$ cat src/rtl/mc_controller.sv
// mc_controller -- main control FSM of the multicycle MIPS core.
//
// Decodes op/funct of the latched instruction and sequences every datapath
// strobe. Moore machine, except that pcEn also depends on zero (branch) and
// alucontrol depends on funct in RTYPEEX.
//
// Optional feature macro: MC_CTRL_ADDI_EN
//   defined   -> op 001000 (addi) runs ADDIEX -> ADDIWB
//   undefined -> op 001000 is treated as an unsupported opcode
//
// Parameters:
//   STATE_W          width of the state debug output (>= 4)
//   ILLEGAL_OP_HALT  1 = unknown opcode parks in HALT until reset, 0 = back to FETCH
//
// Ports:
//   clk, reset_n       rising-edge clock, asynchronous active-low reset
//   op, funct, zero    instr[31:26], instr[5:0], ALU zero flag
//   pcEn, IorD, memwrite, IRwrite, regdst, memtoreg, regwrite,
//   alusrcA, alusrcB, pcsrc, alucontrol   datapath strobes and selects
//   illegal_op         one-cycle pulse in DECODE on an unsupported opcode
//   state              current state encoding (debug)
module mc_controller #(
  parameter int STATE_W         = 4,
  parameter bit ILLEGAL_OP_HALT = 1'b0
) (
  input  logic               clk,
  input  logic               reset_n,
  input  logic [5:0]         op,
  input  logic [5:0]         funct,
  input  logic               zero,
  output logic               pcEn,
  output logic               IorD,
  output logic               memwrite,
  output logic               IRwrite,
  output logic               regdst,
  output logic               memtoreg,
  output logic               regwrite,
  output logic               alusrcA,
  output logic [1:0]         alusrcB,
  output logic [1:0]         pcsrc,
  output logic [2:0]         alucontrol,
  output logic               illegal_op,
  output logic [STATE_W-1:0] state
);

  typedef enum logic [3:0] {
    S_FETCH   = 4'd0,
    S_DECODE  = 4'd1,
    S_MEMADR  = 4'd2,
    S_MEMRD   = 4'd3,
    S_MEMWB   = 4'd4,
    S_MEMWR   = 4'd5,
    S_RTYPEEX = 4'd6,
    S_RTYPEWB = 4'd7,
    S_BEQEX   = 4'd8,
    S_ADDIEX  = 4'd9,
    S_ADDIWB  = 4'd10,
    S_JEX     = 4'd11,
    S_HALT    = 4'd15
  } state_t;

  localparam logic [5:0] OP_LW    = 6'b100011;
  localparam logic [5:0] OP_SW    = 6'b101011;
  localparam logic [5:0] OP_RTYPE = 6'b000000;
  localparam logic [5:0] OP_BEQ   = 6'b000100;
  localparam logic [5:0] OP_J     = 6'b000010;
`ifdef MC_CTRL_ADDI_EN
  localparam logic [5:0] OP_ADDI  = 6'b001000;
`endif

  localparam logic [2:0] ALU_ADD = 3'b010;
  localparam logic [2:0] ALU_SUB = 3'b110;
  localparam logic [2:0] ALU_AND = 3'b000;
  localparam logic [2:0] ALU_OR  = 3'b001;
  localparam logic [2:0] ALU_SLT = 3'b111;

  state_t state_q, state_d;

  // Ungated versions of the strobes that must be forced low during reset.
  logic pcwrite_c, branch_c, irwrite_c, memwrite_c, regwrite_c, illegal_c;

  always_ff @(posedge clk or negedge reset_n) begin
    if (!reset_n) state_q <= S_FETCH;
    else          state_q <= state_d;
  end

  always_comb begin
    state_d    = state_q;
    pcwrite_c  = 1'b0;
    branch_c   = 1'b0;
    irwrite_c  = 1'b0;
    memwrite_c = 1'b0;
    regwrite_c = 1'b0;
    illegal_c  = 1'b0;
    IorD       = 1'b0;
    regdst     = 1'b0;
    memtoreg   = 1'b0;
    alusrcA    = 1'b0;
    alusrcB    = 2'b00;
    pcsrc      = 2'b00;
    alucontrol = ALU_ADD;

    case (state_q)
      S_FETCH: begin
        alusrcB   = 2'b01;
        irwrite_c = 1'b1;
        pcwrite_c = 1'b1;
        state_d   = S_DECODE;
      end
      S_DECODE: begin
        // Precompute the branch target into aluout while decoding.
        alusrcB = 2'b11;
        case (op)
          OP_LW, OP_SW: state_d = S_MEMADR;
          OP_RTYPE:     state_d = S_RTYPEEX;
          OP_BEQ:       state_d = S_BEQEX;
          OP_J:         state_d = S_JEX;
`ifdef MC_CTRL_ADDI_EN
          OP_ADDI:      state_d = S_ADDIEX;
`endif
          default: begin
            illegal_c = 1'b1;
            state_d   = ILLEGAL_OP_HALT ? S_HALT : S_FETCH;
          end
        endcase
      end
      S_MEMADR: begin
        alusrcA = 1'b1;
        alusrcB = 2'b10;
        state_d = (op == OP_LW) ? S_MEMRD : S_MEMWR;
      end
      S_MEMRD: begin
        IorD    = 1'b1;
        state_d = S_MEMWB;
      end
      S_MEMWB: begin
        memtoreg   = 1'b1;
        regwrite_c = 1'b1;
        state_d    = S_FETCH;
      end
      S_MEMWR: begin
        IorD       = 1'b1;
        memwrite_c = 1'b1;
        state_d    = S_FETCH;
      end
      S_RTYPEEX: begin
        alusrcA = 1'b1;
        case (funct)
          6'b100010: alucontrol = ALU_SUB;
          6'b100100: alucontrol = ALU_AND;
          6'b100101: alucontrol = ALU_OR;
          6'b101010: alucontrol = ALU_SLT;
          default:   alucontrol = ALU_ADD;
        endcase
        state_d = S_RTYPEWB;
      end
      S_RTYPEWB: begin
        regdst     = 1'b1;
        regwrite_c = 1'b1;
        state_d    = S_FETCH;
      end
      S_BEQEX: begin
        alusrcA    = 1'b1;
        alucontrol = ALU_SUB;
        pcsrc      = 2'b01;
        branch_c   = 1'b1;
        state_d    = S_FETCH;
      end
`ifdef MC_CTRL_ADDI_EN
      S_ADDIEX: begin
        alusrcA = 1'b1;
        alusrcB = 2'b10;
        state_d = S_ADDIWB;
      end
      S_ADDIWB: begin
        regwrite_c = 1'b1;
        state_d    = S_FETCH;
      end
`endif
      S_JEX: begin
        pcsrc     = 2'b10;
        pcwrite_c = 1'b1;
        state_d   = S_FETCH;
      end
      S_HALT:  state_d = S_HALT;
      // Unreachable codes (including ADDIEX/ADDIWB when addi is disabled).
      default: state_d = S_FETCH;
    endcase
  end

  // State is already FETCH while reset_n is low, so selects show FETCH values;
  // the enables are gated so nothing is written until reset_n rises.
  assign pcEn       = reset_n & (pcwrite_c | (branch_c & zero));
  assign IRwrite    = reset_n & irwrite_c;
  assign memwrite   = reset_n & memwrite_c;
  assign regwrite   = reset_n & regwrite_c;
  assign illegal_op = reset_n & illegal_c;
  assign state      = STATE_W'(state_q);

endmodule

$ cat config.mk
export PLATFORM = sky130hd
export DESIGN_NAME = mc_controller
export DESIGN_NICKNAME = d
export VERILOG_FILES = /design/src/rtl/mc_controller.sv
export SDC_FILE = /design/constraint.sdc
export NUM_CORES = 1
export LEC_CHECK = 0
export CAP_MARGIN = 20
export CORE_MARGIN = 5
export CORE_UTILIZATION = 34
export DETAILED_ROUTE_END_ITERATION = 10
export PLACE_DENSITY = 0.78
export REMOVE_ABC_BUFFERS = 1
export SYNTH_ARGS = -nofsm -noshare
export SYNTH_HDL_FRONTEND = slang
export SYNTH_SLANG_ARGS = --single-unit
$ cat constraint.sdc
create_clock -name clk -period 2 [get_ports clk]
set_clock_uncertainty 0.2 [all_clocks]
set_input_delay 0.4 -clock clk [delete_from_list [all_inputs] [get_ports clk]]
set_output_delay 0.4 -clock clk [all_outputs]
set_load 0.01 [all_outputs]
### After elaboration in Yosys (flattened, before gate mapping)

Cells that the tools add are included.

| operators by class | value |
|---|---|
| equal/unequal tests | 18 |
| multiplexer cells | 18 |
| bitwise logic cells | 7 |
| reduce and logical (&&, ||, !) cells | 8 |

Operators by type and width:

| operator | number |
|---|---|
| 6-bit equality test, second input constant | 6 |
| 4-bit case mux with 6 select lines | 1 |
| 4-bit by 3-bit equality test with 1-bit output, second input constant | 4 |
| 4-bit case mux with 4 select lines | 1 |
| 4-bit equality test, second input constant | 3 |
| 3-bit case mux with 4 select lines | 1 |
| 1-bit two-way mux | 11 |
| 4-bit by 2-bit equality test with 1-bit output, second input constant | 2 |
| 2-bit OR reduction | 4 |
| 1-bit bitwise AND | 6 |
| 6-bit by 2-bit equality test with 1-bit output, second input constant | 1 |
| 6-bit by 3-bit equality test with 1-bit output, second input constant | 1 |
| 6-bit logical NOT | 1 |
| 2-bit case mux with 3 select lines | 1 |
| 3-bit case mux with 2 select lines | 1 |
| 5-bit OR reduction | 1 |
| 4-bit by 1-bit equality test with 1-bit output, second input constant | 1 |
| 4-bit logical NOT | 1 |
| 2-bit case mux with 2 select lines | 1 |
| 3-bit two-way mux | 1 |
| 3-bit OR reduction | 1 |
| 1-bit OR | 1 |

| storage, ports and cells | value |
|---|---|
| register bits | 4 |
| input port bits | 15 |
| output and inout port bits | 20 |

### Longest topological paths before layout

| depth | value |
|---|---|
| depth after elaboration | 5 |
| gate-level depth with buffers | 4 |
| mapped depth without buffers | 3 |

### Worst setup path before layout

No wires, ideal clock.

| timing | value |
|---|---|
| path kind | input port to output port |
| start | in funct[0] |
| end | out alucontrol[0] |
| data arrival time | 1.225 ns |
| data required time | 1.400 ns |
| slack | 0.175 ns |
| stages on the path | 3 |
| path buffers | 0 |
| cells stage by stage | or3b_1 > o2bb2a_1 > nor2_1 |

| on the way | value |
|---|---|
| longest elaborated chain between the ends | 3 |

RTL lines:

| element | line | source |
|---|---|---|
| start: declaration | 29 | `input logic [5:0] funct,` |
| 6-bit equality test | 148 | `case (funct)` |
| 3-bit case mux with 4 select lines (*) | 148 |  |
| 3-bit case mux with 2 select lines (*) | 103 | `case (state_q)` |
| end: declaration | 41 | `output logic [2:0] alucontrol,` |

Every way passes the cells marked *; elsewhere a longest branch is shown, timed or not.

### Final worst setup path

| timing | value |
|---|---|
| start | reg state_q[1] (netlist: state[1]) |
| end | out alucontrol[2] |

| on the way | value |
|---|---|
| longest elaborated chain between the ends | 2 |

RTL lines:

| element | line | source |
|---|---|---|
| start: declaration | 77 | `state_t state_q, state_d;` |
| start signal: assignment | 84 | `else state_q <= state_d;` |
| 4-bit equality test or 4-bit by 3-bit equality test with 1-bit output (tied branches) | 103 |  |
| 3-bit case mux with 2 select lines (*) | 103 |  |

Marked as above.

==> reports/results.ini <==
[cells_and_area]
synthToLayoutAreaGrowth_pct=125
design_area_sq_um=1150
multi_input_area_sq_um=449
largest_register_ffs=4
final_core_util_pct=78.4
antennaDiodeCount=0
fillers=92
final_nets=152
seq_area_sq_um=104
layout-drive-gt1-share_pct=51.9

[worst_setup_path]
cp_common_cell=buf_6
critPathSlowestCell=dfrtp_2
path_buf_inv=4
worst_setup_path_start_kind=flop
path_class=flop to output pin
crit_family=buffers and inverters
r2r_setup_slack_ps=120
max_stage_delay_ps=390
arrival_ps=1630
crit_fanout=3
crit_chain=buf_6, nor2b_4, buf_6, nand4b_1, buf_4, o21bai_1, buf_2
end_kind=output pin
crit_required_ps=1400

[floorplanning]
die-area_sq_um=2380
chipHeight_microns=48.8
design.core.area_sq_um=1470
num_rows=14
start_util_pct=34.8
pin_count=35
die_w_microns=48.8

[clocking]
cts_made_buffers=3
clkSinkCount=4
htreeDepth=1
clock_path_buffers=2
clk_pin_slew_ps=50
clk_latency_ps=260
cts_hold_repair.buffers=0
cts_tree=done
root_buffer=clkbuf_4

[status]
violations=setup timing
status=finished with violations

[detailed_routing]
ant_nets=0
via_count=867
wl_per_cell_microns=18.9
firstDrtPassIters=4
routed_wirelength_microns=2860
viasPerCell=5.74
drt_iter0_drc=10
drc=0

[placed_design]
place_congestion=0.856
dp_hpwl_microns=1650
post_dp_cell_area_sq_um=1040
port_buffers=34

[logic_synthesis]
synth_area_leader_cell=dfrtp_1
synth_area_leaders=dfrtp_1 (20%), nor2_1 (5.9%), and3_1 (4.9%)
async_flop_share_pct=100
yosysTopAreaCellShare_pct=19.6
synth_edf_count=0
ys_ff_latch=4
netlist_area_sq_um=512
seq_area_frac_synth_pct=19.6
ys.flop_type=dfrtp_1
synth_area_per_cell_sq_um=7.31
synth_warnings=0
yosysUniqueCellTypes=32
syn_inst=70

[power_and_ir_drop]
finalPower_w=0.000765
power_leakage_nw=0.583
powerDensity_nw_per_um2=663
ir_drop_mv=0.459

[global_routing]
grt_max_degree=12
grt.total_usage_pct=21.6
grt_pass1_vias=869
grt_first_pass_wirelength_microns=4090
gr-total-overflow=0
antenna_found_initial=0

[sta]
setup_viol=3
worst_pin_slew_ps=293
layout_min_cycle_time_ps=2230
max_freq_mhz=449
final-max-slew-violation-count=0
fin_tns_setup_ps=-510
fin_ws_ps=-229
rsz0062_at_grt=true
post-route-period-util_pct=111
maxSlewHeadroom_pct=80.1
hold_viol=0
timing.hold.ws_ps=75.1

[min_path]
hp-class=primary input to asynchronous set/reset pin

[job]
drv_cap=0

==> report_power, final <==
group          leakage (nW)  total (W)  switching (W)  internal (W)
Sequential           0.0492   0.000110      0.0000139     0.0000965
Clock                0.0138   0.000127      0.0000582     0.0000689
Combinational         0.520   0.000527       0.000248      0.000279
==> per-stage QoR <==
stage | cells | worst slack [ps]
3_5_place_dp | 141 | -748
3_3_place_gp | 141 | -733
2_1_floorplan | 66 | 129
6_report | 151 | -229
4_1_cts | 148 | -92.3
5_1_grt | 151 | -284
==> cells in the mapped netlist (2+ instances only) <==
library cell,n
nand4b_1,2
nor3b_1,3
nor3_1,3
nor2b_1,3
nand3_1,4
dfrtp_1,4
buf_2,3
nand4_1,2
and3_1,4
nand2b_1,3
nand2_1,4
inv_1,5
nor2_1,8
a21oi_1,3
nor3_2,2
==> what timing repair did <==
action / in CTS / in global routing
resized for setup: 68 / 31
endpoints found under the setup margin: 17 / 18
pin swaps: 6 / 2
buffers inserted: 4 / 3
==> path summary, 6_finish.rpt <==
check / startpoint / to / cells after the start
min in group clk: op[1] / state[2] / 3
max in group asynchronous: reset_n / state[3] / 2
worst max-delay path: state[1] / alucontrol[2] / 7
worst min-delay path: reset_n / state[2] / 2
worst min register to register: state[2] / state[3] / 3
worst max register to register: state[0] / state[2] / 5
==> cells by family (layout without fill, tap and decap cells) <==
logic type                after synthesis  in the layout  share of synthesized area, %
AOI/OAI and AO/OA                      14             14                          22.5
xor gates and xnor gates                2              2                          3.42
buffers and inverters                   9             74                          7.33
DFF                                     4              4                          19.6
and+or+nand+nor                        41             41                          47.2
==> worst reg2reg max path: stages, from the launching register on <==
cell      delay [ps]
dfrtp_2          420
buf_4            170
buf_4            150
or4_4            520
o211ai_2         150
o311ai_1         130
==> cell usage in the layout (no fill, tap or decap), drive strengths merged, types with 2 or more instances in the layout <==
cell type      synthesis  final
dlygate4sd2            0      8
clkbuf                 1     10
and3                   4      4
nand2                  4      4
nor2b                  3      3
clkdlybuf4s15          0      3
nand3                  4      4
nand2b                 3      3
dlymetal6s2s           0      2
nand4                  2      2
nor3                   5      5
inv                    5      5
dfrtp                  4      4
nor2                   8      8
clkdlybuf4s50          0      6
nand4b                 2      2
buf                    3     40
nor3b                  3      3
a21oi                  3      3
==> per-layer routing <==
metal / global-route usage (%) / wire length [microns]
met5: 0 / 0
met4: 8.52 / 133
met3: 3.98 / 239
met2: 41.1 / 1440
met1: 22.6 / 1040
==> area by class of cell <==
cell class / count / share of cell area, %
timing repair buffer: 66 / 46.7
multi-input combinational: 57 / 38.9
sequential: 4 / 9.00
clock buffer: 3 / 1.95
tap: 16 / 1.74
inverter: 5 / 1.63
No activity file was read; power rests on OpenSTA's default activity.
==> variant, RTL diff (same settings) <==
Build with the macro `MC_CTRL_ADDI_EN` defined.
--- a/src/rtl/mc_controller.sv
+++ b/src/rtl/mc_controller.sv
@@ -20,4 +20,6 @@
 //   illegal_op         one-cycle pulse in DECODE on an unsupported opcode
 //   state              current state encoding (debug)
+`define MC_CTRL_ADDI_EN
+
 module mc_controller #(
   parameter int STATE_W         = 4,
Function: changed (Yosys sat finds a counterexample within 4 cycles, from zero or initial values and one cycle with reset_n low).
==> variant against the original RTL <==
- the run still ends with negative setup slack left
- total power is 56% higher
- sequential cell count stayed put
- synthesized area increased by 3.7%
- worst setup slack lost 30 ps
- cell area is 12% higher
- die area is 2.9% higher
- wire length increased by 18%
- first-iteration DRC count increased to 3.8 times the old value
- largest power group unchanged
==> variant: results (changes against the original RTL) <==
Placement
  • Routability Congestion: 0.895 (+4.6%)
  • Port Buffer Count: 34 (unchanged)
  • Setup WS pre-CTS: -937 ps (-189 ps)
  • Post-Place Cells: 150 (+6.4%)
  • DP HPWL: 1.84 mm (+11%)
  • Placed Area: 0.00108 mm^2 (+3.6%)

STA
  • Final setup margin: -259 ps (-30.3 ps)
  • Setup TNS: -1320 ps (-811 ps)
  • WHS: 395 ps (+320 ps)
  • # setup viols final: 12 (+9)

Final layout
  • Nonclk buf count: 78 (+18%)
  • Clk cell area share: 0.0174 (-0.00213)
  • Inverters: 4 (-1)
  • Fillers: 79 (-14%)
  • Register Area: 100 um^2 (-3.6%)
  • # diodes: 0 (unchanged)
  • Buffering overhead: 0.494 (+0.0263)
  • Fraction of area in multi-input gates: 0.385 (-0.00483)
  • Multi-input gates: 65 (+14%)
  • Number of flip-flops under the largest register name: 4 (unchanged)
  • Sequential cell area share: 0.0773 (-0.0127)
  • Post-layout net count: 171 (+13%)
  • Share of layout cells above drive strength 1: 0.578 (+0.0594)

Global route
  • First-pass GRT wire length: 4.23 mm (+3.4%)
  • Tot GR Track Use: 0.228 (+0.0121)
  • Pin count of the biggest net entering global routing: 13 (+1)

Status
  • Failing checks: negative setup slack
  • Outcome: complete, but fails checks

Synthesis
  • Synth top cells by count: 8 x nor2_1, 8 x nor3_1, 6 x nand2_1, 6 x nand2b_1
  • Synth area leaders: dfrtp_1 19%, nor3_1 7.5%, nand2b_1 7.1%
  • Sequential fraction of the synthesis area: 0.189 (-0.00692)
  • Synth cell types: 33 (+3.1%)
  • Mapped Cells: 77 (+10%)

Critical path
  • CP Class: in -> out
  • R2R setup slack: 250 ps (+130 ps)
  • Worst r2r dst: state[1]
  • CP startpoint: funct[4]
  • R2R Path Start: state[1]
  • Worst EP arrival: 1660 ps (+30 ps)
  • CP Capture Type: primary output
  • Worst Path Max Fanout: 3 (unchanged)
  • R2R depth: 7 (+2)

Pwr
  • Clock Power: 111 uW (-13%)
  • Leakage: 0.691 nW (+18%)
  • Logic power comb: 963 uW (+83%)
  • Worst VDD drop: 0.555 mV (+21%)
  • Tot Pwr: 1.19 mW (+56%)

Hold path
  • Hold/Removal Path Class: in -> reg

Clocking
  • Post-CTS sizing: 91 (+34%)

Route
  • Initial DRC Count: 38 (+28)
  • Via Count: 1,036 (+19%)
  • Routed length per instance: 19.8 um (+4.7%)
  • Final wirelength: 3.36 mm (+18%)
variant: changes by cell type after synthesis, sizes merged, moves of 2 or more:
cell | before | now
a211oi | 0 | 2
nor3 | 5 | 8
o21ai | 1 | 5
nor3b | 3 | 1
nand4b | 2 | 0
o22ai | 0 | 2
nor2b | 3 | 0
nand2b | 3 | 6
buf | 3 | 1
and3 | 4 | 1
nand2 | 4 | 6
clkbuf | 1 | 3
variant: critical path, stage by stage:
cell	delay (ps)
clkdlybuf4s50_1	400
or4b_4	530
nor2_1	160
buf_2	160
variant: cells by family after synthesis:
| group | share of synthesized area |
|---|---|
| compound gates | 0.226 |
| xor+xnor | 0.0660 |
| buf+inv | 0.0566 |
| flops | 0.189 |
| mux | 0.0189 |
| simple gates | 0.443 |
variant: layer usage:
layer	share of wire	global-route usage	up-vias	wire length [um]
li1	-	-	438	-
met1	0.36	0.219	496	1200
met2	0.50	0.438	77	1690
met3	0.077	0.0482	25	259
met4	0.063	0.122	0	211
met5	0	0	-	0
